`src/rtl/mem_arbiter_pkg.sv`:
```
`default_nettype none
// +----------------------------------------------------------------------------+
// | Package  : arb_pkg                                                         |
// | Purpose  : Shared widths, grant-FSM state encoding and access-owner type   |
// |            for the unified-memory arbiter.                                 |
// | Revision : 1.0  initial release                                            |
// +----------------------------------------------------------------------------+
package arb_pkg;

  localparam int ADDR_W  = 16;
  localparam int DATA_W  = 8;
  localparam int INSTR_W = 16;

  typedef enum logic [2:0] {
    IDLE     = 3'd0,
    D_ISSUE  = 3'd1,
    F_ISSUE0 = 3'd2,
    F_ISSUE1 = 3'd3,
    WAIT     = 3'd4,
    DONE     = 3'd5
  } arb_state_t;

  typedef enum logic {
    OWN_D = 1'b0,
    OWN_F = 1'b1
  } arb_owner_t;

endpackage
`default_nettype wire

```
`src/rtl/mem_arbiter_if.sv`:
```
`default_nettype none
// +----------------------------------------------------------------------------+
// | Interface: mem_arbiter_if                                                  |
// | Purpose  : Bundles the fetch port, data port and memory port of the        |
// |            arbiter.                                                        |
// | Ports    : i_req/i_addr -> i_ack/i_instr       (instruction fetch)         |
// |            d_req/d_we/d_addr/d_wdata -> d_ack/d_rdata  (data load/store)   |
// |            mem_en/mem_we/mem_addr/mem_wdata -> mem_rdata  (byte memory)    |
// |            busy                                 (arbiter not idle)         |
// | Modports : slave  - arbiter view                                           |
// |            master - processor + memory view                                |
// | Revision : 1.0  initial release                                            |
// +----------------------------------------------------------------------------+
interface mem_arbiter_if;

  logic                        i_req;
  logic [arb_pkg::ADDR_W-1:0]  i_addr;
  logic                        i_ack;
  logic [arb_pkg::INSTR_W-1:0] i_instr;

  logic                        d_req;
  logic                        d_we;
  logic [arb_pkg::ADDR_W-1:0]  d_addr;
  logic [arb_pkg::DATA_W-1:0]  d_wdata;
  logic                        d_ack;
  logic [arb_pkg::DATA_W-1:0]  d_rdata;

  logic                        mem_en;
  logic                        mem_we;
  logic [arb_pkg::ADDR_W-1:0]  mem_addr;
  logic [arb_pkg::DATA_W-1:0]  mem_wdata;
  logic [arb_pkg::DATA_W-1:0]  mem_rdata;

  logic                        busy;

  modport slave (
    input  i_req, i_addr, d_req, d_we, d_addr, d_wdata, mem_rdata,
    output i_ack, i_instr, d_ack, d_rdata,
    output mem_en, mem_we, mem_addr, mem_wdata, busy
  );

  modport master (
    output i_req, i_addr, d_req, d_we, d_addr, d_wdata, mem_rdata,
    input  i_ack, i_instr, d_ack, d_rdata,
    input  mem_en, mem_we, mem_addr, mem_wdata, busy
  );

endinterface
`default_nettype wire

```
`src/rtl/mem_arbiter_wait_timer.sv`:
```
`default_nettype none
// +----------------------------------------------------------------------------+
// | Module   : mem_wait_timer                                                  |
// | Purpose  : Loadable down-counter timing the memory read latency.           |
// | Ports    : clk, reset (async, active-high)                                 |
// |            load/load_val - preset the count                                |
// |            dec           - count down by one (stops at zero)               |
// |            done          - count has reached zero                          |
// | Revision : 1.0  initial release                                            |
// +----------------------------------------------------------------------------+
module mem_wait_timer #(
  parameter int CNT_W = 3
) (
  input  logic             clk,
  input  logic             reset,
  input  logic             load,
  input  logic [CNT_W-1:0] load_val,
  input  logic             dec,
  output logic             done
);

  logic [CNT_W-1:0] cnt_q, cnt_d;

  always_comb begin
    cnt_d = cnt_q;
    if (load) begin
      cnt_d = load_val;
    end else if (dec && (cnt_q != '0)) begin
      cnt_d = cnt_q - 1'b1;
    end
  end

  always_ff @(posedge clk or posedge reset) begin
    if (reset) begin
      cnt_q <= '0;
    end else begin
      cnt_q <= cnt_d;
    end
  end

  assign done = (cnt_q == '0);

endmodule
`default_nettype wire

```
`src/rtl/mem_arbiter.sv`:
```
`default_nettype none
// +----------------------------------------------------------------------------+
// | Module   : mem_arbiter                                                     |
// | Purpose  : Shares one byte-wide single-port memory between a 16-bit        |
// |            instruction fetch port and an 8-bit data port. Data has         |
// |            priority; each instruction is built from two byte reads         |
// |            {mem[a], mem[a+1]}.                                             |
// | Ports    : clk, reset (async, active-high), bus (mem_arbiter_if.slave)     |
// | Params   : MEM_LAT      - memory read latency, 1..7 cycles                 |
// |            STARVE_LIMIT - data grants tolerated with fetch pending         |
// | Macro    : ARB_STARVE_GUARD_EN - enables the fetch starvation guard        |
// | Revision : 1.0  initial release                                            |
// +----------------------------------------------------------------------------+
module mem_arbiter
  import arb_pkg::*;
#(
  parameter int MEM_LAT      = 1,
  parameter int STARVE_LIMIT = 4
) (
  input  logic          clk,
  input  logic          reset,
  mem_arbiter_if.slave  bus
);

  if ((MEM_LAT < 1) || (MEM_LAT > 7)) begin : g_bad_mem_lat
    $error("mem_arbiter: MEM_LAT must be in 1..7");
  end
  if ((STARVE_LIMIT < 1) || (STARVE_LIMIT > 7)) begin : g_bad_starve_limit
    $error("mem_arbiter: STARVE_LIMIT must be in 1..7");
  end

  // The timer is preset to MEM_LAT-1 so that WAIT lasts exactly MEM_LAT cycles.
  localparam logic [2:0] LAT_LOAD = 3'(MEM_LAT - 1);

  arb_state_t          state_q, state_d;
  arb_owner_t          owner_q, owner_d;
  logic [ADDR_W-1:0]   addr_q, addr_d;
  logic                we_q, we_d;
  logic [DATA_W-1:0]   wdata_q, wdata_d;
  logic [DATA_W-1:0]   hi_q, hi_d;
  logic [DATA_W-1:0]   rdata_q, rdata_d;
  logic [INSTR_W-1:0]  instr_q, instr_d;
  logic                second_q, second_d;   // fetch: high byte already captured

  logic                tmr_load;
  logic                tmr_done;
  logic                force_f;
  logic                grant_d;
  logic                grant_f;

`ifdef ARB_STARVE_GUARD_EN
  logic [2:0] starve_q, starve_d;

  assign force_f = (starve_q == 3'(STARVE_LIMIT));

  always_comb begin
    starve_d = starve_q;
    if (grant_f) begin
      starve_d = '0;
    end else if (grant_d && bus.i_req) begin
      starve_d = starve_q + 3'd1;
    end
  end

  always_ff @(posedge clk or posedge reset) begin
    if (reset) begin
      starve_q <= '0;
    end else begin
      starve_q <= starve_d;
    end
  end
`else
  assign force_f = 1'b0;
`endif

  // Grants are only made from IDLE; a pending fetch overrides data once forced.
  assign grant_d = (state_q == IDLE) && bus.d_req && !(force_f && bus.i_req);
  assign grant_f = (state_q == IDLE) && bus.i_req && !grant_d;

  mem_wait_timer #(
    .CNT_W (3)
  ) u_wait_timer (
    .clk      (clk),
    .reset    (reset),
    .load     (tmr_load),
    .load_val (LAT_LOAD),
    .dec      (state_q == WAIT),
    .done     (tmr_done)
  );

  always_comb begin
    state_d  = state_q;
    owner_d  = owner_q;
    addr_d   = addr_q;
    we_d     = we_q;
    wdata_d  = wdata_q;
    hi_d     = hi_q;
    rdata_d  = rdata_q;
    instr_d  = instr_q;
    second_d = second_q;
    tmr_load = 1'b0;

    case (state_q)
      IDLE: begin
        if (grant_d) begin
          owner_d = OWN_D;
          addr_d  = bus.d_addr;
          we_d    = bus.d_we;
          wdata_d = bus.d_wdata;
          state_d = D_ISSUE;
        end else if (grant_f) begin
          owner_d  = OWN_F;
          addr_d   = bus.i_addr;
          we_d     = 1'b0;
          wdata_d  = '0;
          second_d = 1'b0;
          state_d  = F_ISSUE0;
        end
      end
      D_ISSUE: begin
        tmr_load = !we_q;
        state_d  = we_q ? DONE : WAIT;
      end
      F_ISSUE0: begin
        tmr_load = 1'b1;
        state_d  = WAIT;
      end
      F_ISSUE1: begin
        tmr_load = 1'b1;
        second_d = 1'b1;
        state_d  = WAIT;
      end
      WAIT: begin
        if (tmr_done) begin
          if (owner_q == OWN_D) begin
            rdata_d = bus.mem_rdata;
            state_d = DONE;
          end else if (!second_q) begin
            hi_d    = bus.mem_rdata;
            state_d = F_ISSUE1;
          end else begin
            instr_d = {hi_q, bus.mem_rdata};
            state_d = DONE;
          end
        end
      end
      DONE: begin
        state_d = IDLE;
      end
      default: begin
        state_d = IDLE;
      end
    endcase
  end

  always_ff @(posedge clk or posedge reset) begin
    if (reset) begin
      state_q  <= IDLE;
      owner_q  <= OWN_D;
      addr_q   <= '0;
      we_q     <= 1'b0;
      wdata_q  <= '0;
      hi_q     <= '0;
      rdata_q  <= '0;
      instr_q  <= '0;
      second_q <= 1'b0;
    end else begin
      state_q  <= state_d;
      owner_q  <= owner_d;
      addr_q   <= addr_d;
      we_q     <= we_d;
      wdata_q  <= wdata_d;
      hi_q     <= hi_d;
      rdata_q  <= rdata_d;
      instr_q  <= instr_d;
      second_q <= second_d;
    end
  end

  // Memory-side outputs are decoded from the state so they are zero outside
  // the issue cycles and vanish as soon as reset forces IDLE.
  logic issue_d, issue_f0, issue_f1;
  assign issue_d  = (state_q == D_ISSUE);
  assign issue_f0 = (state_q == F_ISSUE0);
  assign issue_f1 = (state_q == F_ISSUE1);

  assign bus.mem_en    = issue_d || issue_f0 || issue_f1;
  assign bus.mem_we    = issue_d && we_q;
  assign bus.mem_addr  = (issue_d || issue_f0) ? addr_q :
                         issue_f1              ? (addr_q + 16'd1) : '0;
  assign bus.mem_wdata = (issue_d && we_q) ? wdata_q : '0;

  assign bus.d_ack   = (state_q == DONE) && (owner_q == OWN_D);
  assign bus.i_ack   = (state_q == DONE) && (owner_q == OWN_F);
  assign bus.d_rdata = rdata_q;
  assign bus.i_instr = instr_q;
  assign bus.busy    = (state_q != IDLE);

endmodule
`default_nettype wire

```
`src/flat_wrapper.sv`:
```
// flat-port wrapper written by rule: the top's interface ports become plain ports
module mem_arbiter_flat import arb_pkg::*;
#(
  parameter int MEM_LAT      = 1,
  parameter int STARVE_LIMIT = 4
)
  (clk, reset, bus_i_req, bus_i_addr, bus_d_req, bus_d_we, bus_d_addr, bus_d_wdata, bus_mem_rdata, bus_i_ack, bus_i_instr, bus_d_ack, bus_d_rdata, bus_mem_en, bus_mem_we, bus_mem_addr, bus_mem_wdata, bus_busy);
  mem_arbiter_if bus_i ();
  input  logic clk;
  input  logic reset;
  input wire logic [$bits(bus_i.i_req)-1:0] bus_i_req;
  input wire logic [$bits(bus_i.i_addr)-1:0] bus_i_addr;
  input wire logic [$bits(bus_i.d_req)-1:0] bus_d_req;
  input wire logic [$bits(bus_i.d_we)-1:0] bus_d_we;
  input wire logic [$bits(bus_i.d_addr)-1:0] bus_d_addr;
  input wire logic [$bits(bus_i.d_wdata)-1:0] bus_d_wdata;
  input wire logic [$bits(bus_i.mem_rdata)-1:0] bus_mem_rdata;
  output wire logic [$bits(bus_i.i_ack)-1:0] bus_i_ack;
  output wire logic [$bits(bus_i.i_instr)-1:0] bus_i_instr;
  output wire logic [$bits(bus_i.d_ack)-1:0] bus_d_ack;
  output wire logic [$bits(bus_i.d_rdata)-1:0] bus_d_rdata;
  output wire logic [$bits(bus_i.mem_en)-1:0] bus_mem_en;
  output wire logic [$bits(bus_i.mem_we)-1:0] bus_mem_we;
  output wire logic [$bits(bus_i.mem_addr)-1:0] bus_mem_addr;
  output wire logic [$bits(bus_i.mem_wdata)-1:0] bus_mem_wdata;
  output wire logic [$bits(bus_i.busy)-1:0] bus_busy;
  assign bus_i.i_req = bus_i_req;
  assign bus_i.i_addr = bus_i_addr;
  assign bus_i.d_req = bus_d_req;
  assign bus_i.d_we = bus_d_we;
  assign bus_i.d_addr = bus_d_addr;
  assign bus_i.d_wdata = bus_d_wdata;
  assign bus_i.mem_rdata = bus_mem_rdata;
  assign bus_i_ack = bus_i.i_ack;
  assign bus_i_instr = bus_i.i_instr;
  assign bus_d_ack = bus_i.d_ack;
  assign bus_d_rdata = bus_i.d_rdata;
  assign bus_mem_en = bus_i.mem_en;
  assign bus_mem_we = bus_i.mem_we;
  assign bus_mem_addr = bus_i.mem_addr;
  assign bus_mem_wdata = bus_i.mem_wdata;
  assign bus_busy = bus_i.busy;
  mem_arbiter #(.MEM_LAT(MEM_LAT), .STARVE_LIMIT(STARVE_LIMIT)) u_core (.clk(clk), .reset(reset), .bus(bus_i));
endmodule
```
`config.mk`:
```
export PLATFORM = sky130hd
export DESIGN_NAME = mem_arbiter_flat
export DESIGN_NICKNAME = d
export VERILOG_FILES = /design/src/rtl/mem_arbiter_pkg.sv /design/src/rtl/mem_arbiter_if.sv /design/src/rtl/mem_arbiter_wait_timer.sv /design/src/rtl/mem_arbiter.sv /design/src/flat_wrapper.sv
export SDC_FILE = /design/constraint.sdc
export NUM_CORES = 1
export LEC_CHECK = 0
export ABC_AREA = 1
export CAP_MARGIN = 5
export CORE_MARGIN = 10
export CORE_UTILIZATION = 30
export DETAILED_ROUTE_END_ITERATION = 10
export SLEW_MARGIN = 40
export SYNTH_ARGS = -nofsm -noshare
export SYNTH_HDL_FRONTEND = slang
export SYNTH_SLANG_ARGS = --single-unit
```
`constraint.sdc`:
```
create_clock -name clk -period 2.1 [get_ports clk]
set_input_delay 0.21 -clock clk [delete_from_list [all_inputs] [get_ports clk]]
set_output_delay 0.21 -clock clk [all_outputs]
set_load 0.01 [all_outputs]
```
# After elaboration in Yosys (flattened, before gate mapping)
# Cells that the tools add are included.
# word_totals
inputBits	53
output_inout_bits	53
ff_bits	65
# op_classes
reduce_logical	25
add_sub_neg	2
bitwise_logic	2
n_eq_ne	9
n_mux	23
# op_table
operator	n
2-to-1 mux 16 bit	4
2-to-1 mux 8 bit	3
2-to-1 mux 3 bit	7
adder 16 x 1 -> 16 bit, second input constant	1
one-hot mux 3 bit (4 select lines)	1
AND reduction 4 bit	2
logical AND 1 bit	7
equality test 3 x 2 -> 1 bit, second input constant	2
equality test 3 bit, second input constant	2
logical NOT 3 bit	2
2-to-1 mux 1 bit	6
AND reduction 3 bit	2
nonzero test 2 bit	3
nonzero test 3 bit	2
inequality test 2 x 1 -> 1 bit, second input constant	2
one-hot mux 1 bit (2 select lines)	2
AND reduction 2 bit	2
equality test 3 x 1 -> 1 bit, second input constant	1
inequality test 3 x 1 -> 1 bit, second input constant	1
subtractor 3 x 1 -> 3 bit, second input constant	1
logical NOT 1 bit	2
logical OR 1 bit	2
inequality test 2 bit, second input constant	1
NOT 1 bit	2
OR reduction 2 bit	1

# Longest topological paths before layout
# Gate-level depths: netlist of the first run.
# depth
depth_word	7
mapped_depth	10

# Hierarchy
# From an unflattened synthesis of the first run, not the netlist that was laid out.
# hier_totals
hier_cells	457
hier_area_um2	3443.3
# by_module_without_submodules
module	n_inst	area_each_um2	cells_per_inst
mem_arbiter	1	3246.9	429
mem_wait_timer	1	196.4	28

# Worst setup path after synthesis of the first run
# OpenSTA, ideal clock, no wires.
# synth_path
path_type	register to output
startpoint	reg u_core.addr_q[0]
endpoint	out bus_mem_addr[10]
path_slack_ns	0.567
t_arrival_ns	1.323
path_stages_with_launch	6
path_cell_list	dfrtp_1 > ha_1 > nand2_1 > nor2_1 > a21oi_1 > o21ai_0
# synth_via
elab_chain_len	3
# synth_lines
item	line_no	text
start: declaration	mem_arbiter.sv:37	logic [ADDR_W-1:0] addr_q, addr_d;
start signal: assignment	mem_arbiter.sv:170	addr_q <= addr_d;
adder 16 x 1 -> 16 bit	mem_arbiter.sv:190	issue_f1 ? (addr_q + 16'd1) : '0;
2-to-1 mux 16 bit	mem_arbiter.sv:190	
2-to-1 mux 16 bit	mem_arbiter.sv:189	assign bus.mem_addr = (issue_d || issue_f0) ? addr_q :
end: declaration	flat_wrapper.sv:24	output wire logic [$bits(bus_i.mem_addr)-1:0] bus_mem_addr;
# Every way passes these cells.

# Worst setup path after layout of the first run
# layout_path
startpoint	reg u_core.state_q[0]
endpoint	out bus_mem_we
# layout_via
elab_chain_len	2
# layout_lines
item	line_no	text
start: declaration	mem_arbiter.sv:35	arb_state_t state_q, state_d;
start signal: assignment	mem_arbiter.sv:168	state_q <= state_d;
equality test 3 x 1 -> 1 bit	mem_arbiter.sv:183	assign issue_d = (state_q == D_ISSUE);
logical AND 1 bit	mem_arbiter.sv:188	assign bus.mem_we = issue_d && we_q;
end: declaration	flat_wrapper.sv:23	output wire logic [$bits(bus_i.mem_we)-1:0] bus_mem_we;
# Every way passes these cells.

==> flow_metrics.tcl, run 1 <==
set metrics [dict create \
    status "finished clean" \
    grt_max_degree 33 \
    gp_congestion 0.8701 \
    synth_xor_area_share_pct 0 \
    finalNonFillerCells 713 \
    fin_crit_sh_pct 94.97 \
    power.density_nw_per_um2 1434 \
    utilization_pct 46.05 \
    cts_buffer_depth 2 \
    grt_pass1_wl_um 17130 \
    clk_pin_slew_ns 0.07 \
    pre_cts_slack_ns 0.04390 \
    hold_path.class "input pin to asynchronous set/reset pin" \
    vias 3261 \
    synth_nets 494 \
    n_antenna_cell 0 \
    cts_tree "done" \
    grt-ovfl-total 0 \
    power.leakage_nw 2.511 \
    syn-cell-area_um2 3347 \
    drtIter0Drc 246 \
    dpl.hpwl_um 7759 \
    setup_viol 0 \
    drive_gt1_share_pct 16.40 \
    yosys_register_bits 65 \
    port-buffer-count 105 \
    layout_commonest_cell "nand2_1" \
    rsz0062_at_grt "no" \
    seq_area_frac_synth_pct 48.60 \
    maxCapViolCount 0 \
    endpoint_kind "output pin" \
    ios 106 \
    synth_compound_gate_area_share_pct 14.36 \
    synth_top_family_by_area "simple AND/OR/NAND/NOR gates" \
    die_h_um 125.6 \
    finalWirelength_um 10390 \
    netlist_instances 438 \
    layout_common_cells "121 x nand2_1, 81 x clkdlybuf4s50_1, 57 x dfrtp_1" \
    fmax_mhz 501.4 \
    globalRouteTotalUtil_pct 12.98 \
    timing_worst_slew_pin_value_ns 0.4624 \
    drtAntennaViolNets 0 \
    yosys.area_share.simple_pct 26.88 \
    layout_min_cycle_time_ns 1.994 \
    fillCellCount 1092 \
    ir_worst_vdd_v 0.0006806 \
    final_max_slew_viol_count 0 \
    critical_path_arrival_ns 1.78 \
    fin_ws_ns 0.1056 \
    postPlaceCellArea_um2 4629 \
    hold_buffers 0 \
    drtPass1Iterations 4 \
    via_per_inst 4.574 \
    crit_required_ns 1.89 \
    dp_cells 685 \
    yosysUniqueCellTypes 28 \
    row_count 38 \
    worst-setup-path-type "flip-flop to output pin" \
    drc 0 \
    final_nets 624 \
    die-area_um2 15780 \
    crit_path_max_fanout 4 \
    slew_headroom_pct 69.13 \
    wire_per_inst_um 14.57 \
    hold_viol 0 \
    syn_avg_cell_area_um2 7.641 \
    final_area_um2 5014 \
    syn2layout_area_growth_pct 49.79 \
    chipWidth_um 125.6 \
    yosysWarnings 0 \
    core_area_um2 10890 \
    antenna_found_initial 0 \
    cts_buffers 9 \
    root_buffer "clkbuf_8" \
    htree_levels 3 \
    start_kind "flip-flop" \
    synthAdderAreaFrac_pct 1.121 \
    clock-sinks 65 \
    clock_latency_ns 0.34 \
    grt_pass1_vias 3343 \
    finClkSkew_ns 0.006795 \
    synth_mux_area_share_pct 0 \
    start_util_pct 30.74 \
]
synthesized netlist by cell type:
| cell | instances | area [um^2] |
|---|---|---|
| a22o_1 | 1 | 8.760 |
| nand2_2 | 3 | 18.77 |
| nand4_2 | 1 | 12.51 |
| a31oi_1 | 17 | 106.4 |
| a21oi_4 | 1 | 16.27 |
| nand3_1 | 19 | 95.09 |
| o21bai_1 | 2 | 15.01 |
| nand3_2 | 1 | 10.01 |
| o21ai_0 | 31 | 155.2 |
| nand2_4 | 2 | 22.52 |
| inv_1 | 53 | 198.9 |
| nor3_1 | 2 | 10.01 |
| nor2_1 | 50 | 187.7 |
| a21oi_1 | 9 | 45.04 |
| inv_2 | 4 | 15.01 |
| nand2_1 | 124 | 465.5 |
| nor2_2 | 3 | 18.77 |
| o31ai_1 | 1 | 7.510 |
| o22ai_1 | 1 | 6.260 |
| buf_4 | 5 | 37.54 |
| nor2_4 | 3 | 33.78 |
| ha_1 | 3 | 37.54 |
| buf_6 | 1 | 11.26 |
| dfrtp_1 | 65 | 1627 |
| clkbuf_2 | 1 | 5.000 |
| buf_2 | 7 | 35.03 |
| nand4_1 | 4 | 25.02 |
| o21ai_1 | 24 | 120.1 |
sequential cells by signal, indices dropped and copies added, names as in the netlist:
register / cells
u_core.addr_q: 16
u_core.bus.i_instr: 16
u_core.bus.d_rdata: 8
u_core.hi_q: 8
u_core.wdata_q: 8
u_core.state_q: 3
u_core.u_wait_timer.cnt_q: 3
u_core.owner_q: 1
u_core.second_q: 1
u_core.we_q: 1
kinds of logic (layout without fill, tap and decap cells):
logic type,after synthesis,in the layout
flops,65,65
compound gates,87,87
buf+inv,71,206
fa+ha+maj,3,3
simple gates,212,212
routing by layer:
layer | up-vias | part of all wire, % | GRT usage (%) | routed length (um)
met5 | - | 0 | 0 | 0
met4 | 0 | 0.97 | 3.320 | 101
met3 | 10 | 7.8 | 5.621 | 813
met2 | 104 | 45 | 19.77 | 4628
met1 | 1490 | 47 | 16.47 | 4844
li1 | 1657 | - | - | -
layout make-up:
type | count | area [um^2] | share of cell area [%]
Sequential cell | 65 | 1637 | 32.64
Multi-Input combinational cell | 302 | 1493 | 29.77
Timing Repair Buffer | 133 | 1269 | 25.31
Inverter | 57 | 214.0 | 4.268
Tap cell | 140 | 175.2 | 3.494
Clock buffer | 10 | 137.6 | 2.745
Clock inverter | 6 | 88.84 | 1.772
power breakdown:
group / switching (mW) / total [mW] / internal, mW
clock network: 0.508 / 1.21 / 0.703
logic: 2.01 / 3.68 / 1.67
registers: 0.448 / 2.30 / 1.85
total: 2.96 / 7.19 / 4.23
through the flow:
| step | setup TNS (ns) | hold slack, ns | power [mW] |
|---|---|---|---|
| finish | 0 | 0.2033 | 7.190 |
| global route | 0 | 0.2274 | 7.846 |
| CTS | -0.6353 | 0.2089 | 7.092 |
| detailed placement | 0 | 0.4809 | 5.812 |
| global placement | 0 | 0.4719 | 5.757 |
| floorplan | 0 | 0.3310 | 4.155 |
worst max-delay path: stages (launching register included):
cell,delay (ns)
dfrtp_1,0.41
buf_4,0.14
nand3_1,0.09
nor2_2,0.12
buf_4,0.13
clkdlybuf4s50_1,0.55
repair_timing:
item / in CTS / in global routing
endpoints found under the setup margin: 24 / 20
pin swaps: 1 / 2
gates cloned: 0 / 0
gates resized for setup: 30 / 46
setup buffers: 4 / 8
final timing paths:
path,to,slack (ns),start,depth (start not counted)
setup / recovery,bus_mem_we,0.11,u_core.state_q[0],5
hold / removal,u_core.state_q[0],0.20,reset,2
setup reg to reg,u_core.bus.d_rdata[2],0.51,u_core.u_wait_timer.cnt_q[0],7
hold reg to reg,u_core.bus.d_rdata[7],0.49,u_core.bus.d_rdata[7],2
max in group asynchronous,u_core.addr_q[10],1.39,reset,3
min in group clk,u_core.addr_q[15],0.43,bus_i_addr[15],3
No activity file was read; power rests on OpenSTA's default activity.
==> run 2: changes to the inputs <==
- MAX_ROUTING_LAYER: unset -> met4
==> flow_metrics.tcl, run 2 (synthesis gave the netlist of run 1 again) <==
set metrics [dict create \
    globalRouteTotalUtil_pct 13.89 \
    slew_headroom_pct 69.09 \
    port-buffer-count 105 \
    cts_buffers 9 \
    core_area_um2 10890 \
    ios 106 \
    antenna_found_initial 0 \
    cts_buffer_depth 2 \
    die-area_um2 15780 \
    cts_tree "done" \
    n_antenna_cell 0 \
    syn2layout_area_growth_pct 49.42 \
    fmax_mhz 502.4 \
    vias 3258 \
    crit_required_ns 1.89 \
    grt_pass1_vias 3420 \
    hold_path.class "input pin to asynchronous set/reset pin" \
    grt_pass1_wl_um 17530 \
    chipWidth_um 125.6 \
    fin_ws_ns 0.1097 \
    layout_common_cells "122 x nand2_1, 81 x clkdlybuf4s50_1, 58 x dfrtp_1" \
    drtPass1Iterations 4 \
    wire_per_inst_um 15.00 \
    maxCapViolCount 0 \
    final_nets 617 \
    die_h_um 125.6 \
    drc 0 \
    drive_gt1_share_pct 13.78 \
    clock-sinks 65 \
    row_count 38 \
    htree_levels 3 \
    final_max_slew_viol_count 0 \
    grt-ovfl-total 0 \
    dpl.hpwl_um 7946 \
    start_util_pct 30.74 \
    drtAntennaViolNets 0 \
    crit_path_max_fanout 3 \
    pre_cts_slack_ns 0.02437 \
    grt_max_degree 33 \
    endpoint_kind "output pin" \
    clk_pin_slew_ns 0.08 \
    hold_viol 0 \
    final_area_um2 5001 \
    power.density_nw_per_um2 1433 \
    status "finished clean" \
    layout_min_cycle_time_ns 1.990 \
    via_per_inst 4.615 \
    layout_commonest_cell "nand2_1" \
    ir_worst_vdd_v 0.0007340 \
    worst-setup-path-type "flip-flop to output pin" \
    finalWirelength_um 10590 \
    holdWs_ns 0.2032 \
    root_buffer "clkbuf_8" \
    setup_viol 0 \
    fin_setup_tns_ns 0 \
    start_kind "flip-flop" \
    fin_crit_sh_pct 94.78 \
    gp_congestion 0.8661 \
    rsz0062_at_grt "no" \
    postPlaceCellArea_um2 4634 \
    hold_buffers 0 \
    finClkSkew_ns 0.01221 \
    timing_worst_slew_pin_value_ns 0.4630 \
    drtIter0Drc 160 \
    critical_path_arrival_ns 1.78 \
    clock_latency_ns 0.34 \
    power.leakage_nw 2.500 \
]
[run 2: cell count changes in the layout (fill, tap and decap cells not counted), sizes merged]
cell | previous run | this run
clkinvlp | 2 | 1
clkinv | 1 | 2
clkbuf | 17 | 11
dlygate4sd2 | 7 | 14
dlymetal6s2s | 9 | 8
buf | 28 | 21
[run 2: worst paths after layout]
path	start	end	slack [ns]	depth (start not counted)
worst min-delay path	reset	u_core.addr_q[5]	0.20	2
worst max-delay path	u_core.state_q[2]	bus_mem_we	0.11	5
max in group asynchronous	reset	u_core.addr_q[2]	1.39	3
worst min register to register	u_core.bus.d_rdata[0]	u_core.bus.d_rdata[0]	0.50	2
min in group clk	bus_i_addr[15]	u_core.addr_q[15]	0.41	3
worst max register to register	u_core.u_wait_timer.cnt_q[0]	u_core.bus.d_rdata[3]	0.48	7
[run 2: power breakdown]
| part | internal (mW) | total [mW] | switching, mW |
|---|---|---|---|
| Clock | 0.705 | 1.22 | 0.515 |
| Sequential | 1.85 | 2.28 | 0.433 |
| Combinational | 1.62 | 3.66 | 2.04 |
| Total | 4.18 | 7.17 | 2.99 |
[run 2: cell type report]
cell class                 instances  area [um^2]
inverter                          57        214.0
fill                            1108         5887
multi-input combinational        302         1505
timing repair buffer             126         1244
sequential                        65         1635
clock buffer                      10        137.6
clock inverter                     6        90.09
tap                              140        175.2
[run 2: critical path: stages, from the launching register on]
cell             delay, ns
dfrtp_1               0.44
inv_2                 0.11
nand3_1               0.10
nor2_2                0.13
buf_4                 0.13
clkdlybuf4s50_1       0.54
[run 2: timing repair]
item / in CTS / in global routing
gates resized for setup: 42 / 18
endpoints found under the setup margin: 24 / 12
buffers inserted: 5 / 1
pin swaps: 1 / 1
[run 2: stage by stage]
stage / instances / util (%) / power (mW)
final: 706 / 45.93 / 7.167
after global routing: 706 / 45.93 / 7.809
after CTS: 705 / 45.54 / 7.221
after detailed placement: 684 / 42.56 / 5.856
after global placement: 684 / 42.56 / 5.801
after floorplan: 438 / - / 4.155
[run 2: per-layer routing]
metal / vias up / part of all wire [%] / track usage (%)
li1: 1656 / - / -
met1: 1494 / 45 / 16.32
met2: 102 / 46 / 21.55
met3: 6 / 8.3 / 5.705
met4: 0 / 0.74 / 3.659
met5: - / 0 / -
